### config.mk
export PLATFORM = sky130hd
export DESIGN_NAME = mips_multicycle_ctrl
export DESIGN_NICKNAME = d
export VERILOG_FILES = /design/src/rtl/mips_pkg.sv /design/src/rtl/mem_wait_timer.sv /design/src/rtl/mips_multicycle_ctrl.sv
export SDC_FILE = /design/constraint.sdc
export NUM_CORES = 1
export LEC_CHECK = 0
export BUFFER_PORTS_ARGS = -buffer_cell sky130_fd_sc_hd__buf_2
export CELL_PAD_IN_SITES_DETAIL_PLACEMENT = 1
export CELL_PAD_IN_SITES_GLOBAL_PLACEMENT = 2
export CORE_UTILIZATION = 29
export DETAILED_ROUTE_END_ITERATION = 7
export PLACE_DENSITY_LB_ADDON = 0.1
export SLEW_MARGIN = 20
export SYNTH_ARGS = -nofsm -noshare
export SYNTH_HDL_FRONTEND = slang
export SYNTH_SLANG_ARGS = --single-unit
### constraint.sdc
create_clock -name i_clk -period 2.3 [get_ports i_clk]
set_input_delay 0.345 -clock i_clk [delete_from_list [all_inputs] [get_ports i_clk]]
set_output_delay 0.345 -clock i_clk [all_outputs]
set_load 0.01 [all_outputs]
### src/rtl/mips_pkg.sv
// mips_pkg: shared encodings for the MIPS core control path.
// Holds opcode values, the multi-cycle FSM state encoding, and the
// aluOp / pcSrc / aluSrcB field encodings driven into the datapath.
// Both the single-cycle decoder and the multi-cycle controller import it.
package mips_pkg;

    // Primary opcodes (IR[31:26])
    localparam logic [5:0] OP_RTYPE = 6'h00;
    localparam logic [5:0] OP_J     = 6'h02;
    localparam logic [5:0] OP_BEQ   = 6'h04;
    localparam logic [5:0] OP_BNE   = 6'h05;
    localparam logic [5:0] OP_ADDI  = 6'h08;
    localparam logic [5:0] OP_ADDIU = 6'h09;
    localparam logic [5:0] OP_ORI   = 6'h0D;
    localparam logic [5:0] OP_LUI   = 6'h0F;
    localparam logic [5:0] OP_LW    = 6'h23;
    localparam logic [5:0] OP_SW    = 6'h2B;

    // Multi-cycle FSM states; values are visible on o_state for debug.
    typedef enum logic [3:0] {
        S_FETCH  = 4'd0,
        S_DECODE = 4'd1,
        S_MEMADR = 4'd2,
        S_MEMRD  = 4'd3,
        S_MEMWB  = 4'd4,
        S_MEMWR  = 4'd5,
        S_EXE_R  = 4'd6,
        S_WB_R   = 4'd7,
        S_EXE_I  = 4'd8,
        S_WB_I   = 4'd9,
        S_BRANCH = 4'd10,
        S_JUMP   = 4'd11,
        S_TRAP   = 4'd12
    } state_t;

    // ALU operation select
    localparam logic [1:0] ALUOP_ADD   = 2'b00;
    localparam logic [1:0] ALUOP_SUB   = 2'b01;
    localparam logic [1:0] ALUOP_FUNCT = 2'b10;
    localparam logic [1:0] ALUOP_OPC   = 2'b11;

    // PC source select
    localparam logic [1:0] PCSRC_ALU = 2'b00;
    localparam logic [1:0] PCSRC_BR  = 2'b01;
    localparam logic [1:0] PCSRC_JMP = 2'b10;

    // ALU B operand select
    localparam logic [1:0] ALUB_RT    = 2'b00;
    localparam logic [1:0] ALUB_FOUR  = 2'b01;
    localparam logic [1:0] ALUB_IMM   = 2'b10;
    localparam logic [1:0] ALUB_IMMSH = 2'b11;

    // Immediate ALU ops that take the register-writeback I-type path
    function automatic logic is_imm_alu(input logic [5:0] op);
        return (op == OP_ADDI) || (op == OP_ADDIU) || (op == OP_ORI) || (op == OP_LUI);
    endfunction

    // Arithmetic immediates sign-extend; logical ones zero-extend
    function automatic logic imm_sign_ext(input logic [5:0] op);
        return (op == OP_ADDI) || (op == OP_ADDIU);
    endfunction

endpackage

### src/rtl/mem_wait_timer.sv
// mem_wait_timer: watchdog for memory stalls.
// Counts cycles while enable is high; clear restarts the count at zero.
// expire fires combinationally in the cycle that enable is high and the
// count already equals MEM_TIMEOUT (i.e. after MEM_TIMEOUT tolerated waits).
// Ports: clk, rst (sync, active-high), clear, enable, expire.
module mem_wait_timer #(
    parameter int MEM_TIMEOUT = 255
) (
    input  logic clk,
    input  logic rst,
    input  logic clear,
    input  logic enable,
    output logic expire
);

    logic [9:0] count;

    assign expire = enable && (count == 10'(MEM_TIMEOUT));

    always_ff @(posedge clk) begin
        if (rst || clear) begin
            count <= '0;
        end else if (enable) begin
            count <= count + 10'd1;
        end
    end

endmodule

### src/rtl/mips_multicycle_ctrl.sv
// mips_multicycle_ctrl: Moore sequencing FSM for the multi-cycle MIPS core.
// Steps each instruction through fetch/decode/execute/memory/writeback and
// drives the datapath strobes for the current state. Memory states wait on
// i_memReady; a watchdog abandons a stall after MEM_TIMEOUT wait cycles.
// Ports: i_clk, i_rst (sync, active-high), i_opcode, i_zero, i_memReady in;
// PC/IR/memory/regfile/ALU controls, retire/illegal/memTimeout pulses and
// o_state debug out.
module mips_multicycle_ctrl
    import mips_pkg::*;
#(
    parameter int MEM_TIMEOUT = 255
) (
    input  logic       i_clk,
    input  logic       i_rst,
    input  logic [5:0] i_opcode,
    input  logic       i_zero,
    input  logic       i_memReady,
    output logic       o_pcWrite,
    output logic [1:0] o_pcSrc,
    output logic       o_irWrite,
    output logic       o_iorD,
    output logic       o_memRead,
    output logic       o_memWrite,
    output logic       o_regDst,
    output logic       o_memToReg,
    output logic       o_regWrite,
    output logic       o_extOp,
    output logic       o_aluSrcA,
    output logic [1:0] o_aluSrcB,
    output logic [1:0] o_aluOp,
    output logic       o_retire,
    output logic       o_illegal,
    output logic       o_memTimeout,
    output logic [3:0] o_state
);

    state_t     state, state_next;
    logic [5:0] op_q;
    logic       mem_wait, wd_clear, wd_expire;

    // Watchdog runs only while a memory state is stalled. It restarts on
    // every state change and after an expiry, so a FETCH->FETCH retry
    // following a timeout starts with a fresh count.
    assign mem_wait = ((state == S_FETCH) || (state == S_MEMRD) || (state == S_MEMWR))
                      && !i_memReady;
    assign wd_clear = wd_expire || (state_next != state);

    mem_wait_timer #(.MEM_TIMEOUT(MEM_TIMEOUT)) u_wd (
        .clk    (i_clk),
        .rst    (i_rst),
        .clear  (wd_clear),
        .enable (mem_wait),
        .expire (wd_expire)
    );

    always_ff @(posedge i_clk) begin
        if (i_rst) begin
            state <= S_FETCH;
            op_q  <= '0;
        end else begin
            state <= state_next;
            if (state == S_DECODE) op_q <= i_opcode;
        end
    end

    always_comb begin
        state_next   = state;
        o_pcWrite    = 1'b0;
        o_pcSrc      = PCSRC_ALU;
        o_irWrite    = 1'b0;
        o_iorD       = 1'b0;
        o_memRead    = 1'b0;
        o_memWrite   = 1'b0;
        o_regDst     = 1'b0;
        o_memToReg   = 1'b0;
        o_regWrite   = 1'b0;
        o_extOp      = 1'b0;
        o_aluSrcA    = 1'b0;
        o_aluSrcB    = ALUB_RT;
        o_aluOp      = ALUOP_ADD;
        o_retire     = 1'b0;
        o_illegal    = 1'b0;
        o_memTimeout = 1'b0;
        o_state      = state;

        case (state)
            S_FETCH: begin
                o_memRead = 1'b1;
                o_aluSrcB = ALUB_FOUR;
                // Ready is checked first so it wins over a same-cycle expiry.
                if (i_memReady) begin
                    o_irWrite  = 1'b1;
                    o_pcWrite  = 1'b1;
                    state_next = S_DECODE;
                end else if (wd_expire) begin
                    o_memTimeout = 1'b1;
                    state_next   = S_FETCH;
                end
            end
            S_DECODE: begin
                o_aluSrcB = ALUB_IMMSH;  // branch target precompute
                if (i_opcode == OP_LW || i_opcode == OP_SW) state_next = S_MEMADR;
                else if (i_opcode == OP_RTYPE)              state_next = S_EXE_R;
                else if (is_imm_alu(i_opcode))              state_next = S_EXE_I;
                else if (i_opcode == OP_BEQ || i_opcode == OP_BNE) state_next = S_BRANCH;
                else if (i_opcode == OP_J)                  state_next = S_JUMP;
                else                                        state_next = S_TRAP;
            end
            S_MEMADR: begin
                o_aluSrcA  = 1'b1;
                o_aluSrcB  = ALUB_IMM;
                o_extOp    = 1'b1;
                state_next = (op_q == OP_LW) ? S_MEMRD : S_MEMWR;
            end
            S_MEMRD: begin
                o_memRead = 1'b1;
                o_iorD    = 1'b1;
                if (i_memReady) begin
                    state_next = S_MEMWB;
                end else if (wd_expire) begin
                    o_memTimeout = 1'b1;
                    state_next   = S_FETCH;
                end
            end
            S_MEMWB: begin
                o_regWrite = 1'b1;
                o_memToReg = 1'b1;
                o_retire   = 1'b1;
                state_next = S_FETCH;
            end
            S_MEMWR: begin
                o_iorD = 1'b1;
                if (i_memReady) begin
                    o_memWrite = 1'b1;
                    o_retire   = 1'b1;
                    state_next = S_FETCH;
                end else if (wd_expire) begin
                    // Abandoned store: drop the write strobe in this cycle.
                    o_memTimeout = 1'b1;
                    state_next   = S_FETCH;
                end else begin
                    o_memWrite = 1'b1;
                end
            end
            S_EXE_R: begin
                o_aluSrcA  = 1'b1;
                o_aluOp    = ALUOP_FUNCT;
                state_next = S_WB_R;
            end
            S_WB_R: begin
                o_regWrite = 1'b1;
                o_regDst   = 1'b1;
                o_retire   = 1'b1;
                state_next = S_FETCH;
            end
            S_EXE_I: begin
                o_aluSrcA  = 1'b1;
                o_aluSrcB  = ALUB_IMM;
                o_aluOp    = ALUOP_OPC;
                o_extOp    = imm_sign_ext(op_q);
                state_next = S_WB_I;
            end
            S_WB_I: begin
                o_regWrite = 1'b1;
                o_retire   = 1'b1;
                state_next = S_FETCH;
            end
            S_BRANCH: begin
                o_aluSrcA  = 1'b1;
                o_aluOp    = ALUOP_SUB;
                o_pcSrc    = PCSRC_BR;
                o_pcWrite  = (op_q == OP_BEQ) ? i_zero : !i_zero;
                o_retire   = 1'b1;
                state_next = S_FETCH;
            end
            S_JUMP: begin
                o_pcWrite  = 1'b1;
                o_pcSrc    = PCSRC_JMP;
                o_retire   = 1'b1;
                state_next = S_FETCH;
            end
            S_TRAP: begin
                o_illegal  = 1'b1;
                state_next = S_FETCH;
            end
            default: state_next = S_FETCH;
        endcase

        // Reset gates every output, including strobes of the state being left.
        if (i_rst) begin
            o_pcWrite    = 1'b0;
            o_pcSrc      = 2'b00;
            o_irWrite    = 1'b0;
            o_iorD       = 1'b0;
            o_memRead    = 1'b0;
            o_memWrite   = 1'b0;
            o_regDst     = 1'b0;
            o_memToReg   = 1'b0;
            o_regWrite   = 1'b0;
            o_extOp      = 1'b0;
            o_aluSrcA    = 1'b0;
            o_aluSrcB    = 2'b00;
            o_aluOp      = 2'b00;
            o_retire     = 1'b0;
            o_illegal    = 1'b0;
            o_memTimeout = 1'b0;
            o_state      = 4'd0;
        end
    end

endmodule

# Word level (Yosys, flattened, before mapping)
# Cells that the tools add are included.
# op_classes
add_sub_neg,1
eq_ne,27
muxes,50
n_reduce_logical,23
# op_table
op,count
"equality test 6 x 4 -> 1 bit, second input constant",6
2-to-1 mux 1 bit,29
2-to-1 mux 4 bit,7
one-hot mux 4 bit (7 select lines),1
"equality test 4 bit, second input constant",5
"equality test 6 x 3 -> 1 bit, second input constant",3
"equality test 6 bit, second input constant",3
"equality test 4 x 3 -> 1 bit, second input constant",4
2-to-1 mux 3 bit,4
one-hot mux 2 bit (3 select lines),2
"adder 10 x 1 -> 10 bit, second input constant",1
"equality test 10 x 8 -> 1 bit, second input constant",1
logical OR 1 bit,10
"equality test 4 x 2 -> 1 bit, second input constant",2
"equality test 6 x 2 -> 1 bit, second input constant",1
zero test 6 bit,1
2-to-1 mux 2 bit,3
OR reduction 2 bit,3
OR reduction 3 bit,2
OR reduction 5 bit,1
"equality test 4 x 1 -> 1 bit, second input constant",1
zero test 4 bit,1
inequality test 4 bit,1
one-hot mux 1 bit (2 select lines),2
other kinds (5),7
# word_totals
ff_bits,20
inputBits,10
out_inout_bits,23
elab_cells,104

# Longest topological paths before layout
# logic_depth
word_depth,11
mapped_depth,6
ltp_nobuf,6

# Hierarchy
# From an unflattened synthesis, not the netlist that was laid out.
# unflattened
hier_cells,194
hier_area_um2,1426.4
# modules_own_cells
mod,n_inst,cells_each,area_each_um2,seq_area_each_um2
mips_multicycle_ctrl,1,145,984.7,200.2
mem_wait_timer,1,49,441.7,200.2

# Worst setup path before layout
# OpenSTA, ideal clock, no wires.
# synth_path
kind,reg-to-output
start,register state[2]
end,output o_memTimeout
t_arrival_ns,1.771
required_ns,1.955
slack_ns,0.184
stages_incl_launch_ff,6
path_buffers,1
cell_sequence,dfxtp_1 > buf_6 > or4_4 > o22a_4 > or3_4 > nor2_1
# synth_via
elab_chain_len,9
elab_cells_between_ends,12
classes_between,eq/ne (2); mux (4); reduce/logical (6)
# synth_lines
item,line,rtl
from (decl),mips_multicycle_ctrl.sv:37,"state_t state, state_next;"
from (signal assigned),mips_multicycle_ctrl.sv:61,state <= state_next;
equality test 4 x 2 -> 1 bit or zero test 4 bit (tied branches),"mips_multicycle_ctrl.sv:44, mips_multicycle_ctrl.sv:86",
logical OR 1 bit (2 in a row),mips_multicycle_ctrl.sv:44,assign mem_wait = ((state == S_FETCH) || (state == S_MEMRD) || (state == S_MEMWR))
logical AND 1 bit,mips_multicycle_ctrl.sv:45,&& !i_memReady;
logical AND 1 bit,mem_wait_timer.sv:18,assign expire = enable && (count == 10'(MEM_TIMEOUT));
2-to-1 mux 1 bit,"mips_multicycle_ctrl.sv:95, mips_multicycle_ctrl.sv:120, mips_multicycle_ctrl.sv:137",
2-to-1 mux 1 bit,mips_multicycle_ctrl.sv:91,if (i_memReady) begin
2-to-1 mux 1 bit (*),--,
2-to-1 mux 1 bit (*),mips_multicycle_ctrl.sv:190,if (i_rst) begin
to (decl),mips_multicycle_ctrl.sv:33,"output logic o_memTimeout,"
# Every way passes the cells marked *; elsewhere a longest branch is shown, timed or not.

# Worst setup path in the final report
# layout_path
start,register state[2]
end,output o_memWrite
# layout_via
elab_chain_len,9
elab_cells_between_ends,11
classes_between,eq/ne (2); mux (4); reduce/logical (5)
# layout_lines
item,line,rtl
equality test 4 x 2 -> 1 bit or zero test 4 bit (tied branches),mips_multicycle_ctrl.sv:44,
logical OR 1 bit (2 in a row),mips_multicycle_ctrl.sv:44,
logical AND 1 bit,mips_multicycle_ctrl.sv:45,
logical AND 1 bit,mem_wait_timer.sv:18,
2-to-1 mux 1 bit,mips_multicycle_ctrl.sv:137,end else if (wd_expire) begin
2-to-1 mux 1 bit,mips_multicycle_ctrl.sv:133,if (i_memReady) begin
2-to-1 mux 1 bit (*),mips_multicycle_ctrl.sv:86,case (state)
2-to-1 mux 1 bit (*),mips_multicycle_ctrl.sv:190,
to (decl),mips_multicycle_ctrl.sv:23,"output logic o_memWrite,"
# Marks and branches as above.

==> run summary <==
Peak Freq = 0.4294 GHz
Layout cell share with drive strength beyond 1 = 0.2696
Worst R2R Setup Slack = 280 ps
Crit path kind = register to output pin
Slowest CP cell = or4_4
Routed vias/inst = 5.091
Total chip power = 1.098 mW
Largest net degree at the start of global routing = 28
Hold Path End = op_q[0]$_SDFFE_PP0P_
Total gr overflow = 0
Syn_area_per_cell = 7.276 um^2
Worst Skew = 1.640 ps
Max Root-Sink Buffers = 2
Post-synthesis sequential area ratio = 0.2822
Worst hold path type = primary input to register
Worst-path cell chain = or4_4 > o22a_4 > or3_4 > nor4b_4 > buf_2
CP bufs+invs = 1
Worst vdd ir = 0.3798 mV
FF+latch area = 404.1 um^2
Post-DP HPWL = 3.356 mm
Fillers = 583
DRT Pass-1 Iters = 6
Most frequent cells in the layout = buf_2, nor2_1, nand2_1
Starting Density = 0.3004
Final wirelength = 4.504 mm
Reg clk slew, reported paths = 70 ps
Syn Std Cell Area = 0.001419 mm^2
Area contributors post-synth = dfxtp_1, nor2_1, nand2_1
DRC viols = 0
EDFF count, synth = 0
Area delta synth->final = 25.31%
WL/cell = 15.16 um
Post-route clock period utilization = 1.013
Crit-path max FO = 3
Worst Path Required = 1960 ps
Hold Vio Cnt, Final = 0
CTS tree = yes
Commonest non-fill, non-tap cell in the layout = buf_2
Prevailing post-synth register cell = dfxtp_1
RSZ-0062 raised after global routing = true
Arrival time at the worst endpoint = 1980 ps
Final setup viols = 1
Setup crit start kind = register
Vias in the first global route = 1,437
Top-area cell type share of the netlist area = 0.2822
Hold depth = 3
Non-filler instance count after layout = 297
PD cells = 617.7 mW/mm^2
H-tree depth = 1
Max incr delay on CP = 520 ps
Post-DRT Antenna Nets = 0
Status = complete, but fails checks
Cells after Synth = 195
Stages on the worst setup path = 5
Max-cap violation count = 0
Antenna cells = 0
# rows = 25
Mapped Nets = 206
Area leader, netlist = dfxtp_1
R2R cell count = 7
Relative slew slack = 0.5509
CTS Root Cell = clkbuf_8
Initial antenna violation count = 0
NumNets Final = 242
#FFs+latches synth = 20
Placed cells = 290
Chip height = 71.95 um
Crit end category = output pin
Synth unique cells = 45
Footprint of the multi-input gates = 965.9 um^2
Async S/R FF share, synth = 0
Top-level I/O count = 33
Total number of vias = 1,512
Crit path launch = state[2]$_SDFF_PP0_
Worst Tran Pin Value = 668.5 ps
Violated checks = setup timing
Total global-route track usage = 0.1717
Synthesis Warnings = 0
TritonCTS Buffers = 3
Period minus WS final = 2329 ps
First-pass GRT wire length = 7.100 mm
Worst-Skew Late Latency = 250 ps
Worst Slack Setup Final = -28.99 ps
CORE AREA = 0.004723 mm^2
Reg-to-reg critical path startpoint = state[2]$_SDFF_PP0_
Die W = 71.95 um
Final max-slew violation count = 0
Min-delay src = i_opcode[0]
CP delay by family, top = simple AND/OR/NAND/NOR gates
Port Buffer Count = 32
Leak Pwr = 0.6887 nW
Drt initial violations = 75
Full die area = 0.005176 mm^2
RD Place Congestion = 0.7668
CTS sink count = 20
Reg2Reg Capture Point = u_wd.count[7]$_SDFFE_PP0P_
==> sequential cells by signal, indices dropped and copies added, names as in the netlist <==
signal      flops
u_wd.count     10
op_q            6
state           4
==> area by class of cell <==
type                    count  share of cell area
flip-flops and latches     20              0.2273
repair buffers             43              0.1365
well taps                  67             0.04715
inverters                   6             0.01478
multi-input cells         157              0.5433
clock buffers               4             0.03096
==> metal layers <==
metal,track usage,part of all wire
met3,0.01944,0.023
met2,0.3019,0.50
met1,0.2306,0.47
met4,0.02832,0
met5,0,0
==> through the flow <==
stage	cell area, um^2	hold slack (ps)	TNS (ps)	utilization	setup WS, ps
3_3_place_gp	1668	453.4	0	0.3531	105.9
2_1_floorplan	1419	444.8	0	-	183.7
6_report	1778	387.8	-28.99	0.3764	-28.99
4_1_cts	1743	387.7	-11.86	0.3690	-11.86
5_1_grt	1778	392.9	-160.7	0.3764	-75.26
3_5_place_dp	1668	473.6	0	0.3531	65.37
==> where the power goes <==
group / total [mW] / switching (mW) / internal, mW
Combinational: 0.447 / 0.276 / 0.171
Sequential: 0.392 / 0.0188 / 0.373
Clock: 0.259 / 0.107 / 0.152
Total: 1.10 / 0.402 / 0.696
==> kinds of logic (layout without fill, tap and decap cells) <==
kind of cell | Yosys count | in the layout | synth area share
AO/OA/AOI/OAI | 38 | 38 | 0.1940
XOR/XNOR | 12 | 12 | 0.07407
adder cells (fa/ha/maj) | 1 | 1 | 0.008817
buffers and inverters | 18 | 53 | 0.05467
flip-flops | 20 | 20 | 0.2822
multiplexers | 2 | 2 | 0.01411
AND/OR/NAND/NOR | 104 | 104 | 0.3721
==> Yosys cell counts, types with 2 or more instances <==
library cell,count
nor2_1,26
nand2b_1,5
buf_1,3
o21a_1,2
nor4_1,9
nor2b_1,6
o211ai_1,2
clkbuf_1,6
dfxtp_1,20
and3_1,3
nand3_1,4
a2111oi_0,2
a21oi_1,13
xor2_1,4
o21ai_0,7
xnor2_1,8
nand4_1,2
o311ai_0,2
mux2i_1,2
or3_1,3
and4_1,2
inv_1,5
nand2_1,24
buf_2,2
nor3_1,13
==> worst register-to-register path: stages, from the launching register on <==
cell     delay, ps
dfxtp_2        330
or4_4          520
o22a_4         240
buf_4          130
buf_4          150
nor4_1         340
xnor2_1        160
nor2_1          50
==> worst max path at each step <==
stage,end,slack (ps)
floorplan,o_memTimeout,180
finish,o_memWrite,-30
detailed placement,o_memWrite,70
global placement,o_memWrite,110
CTS,o_memWrite,-10
global route,o_memWrite,-80
==> repair_timing <==
action | in CTS | in global routing
hold buffers | 0 | 0
pin swaps | 2 | 0
gates resized for setup | 3 | 6
endpoints found under the setup margin | 2 | 4
setup buffers | 2 | 1
hold endpoints to repair | 0 | 0
No activity file was read; power rests on OpenSTA's default activity.
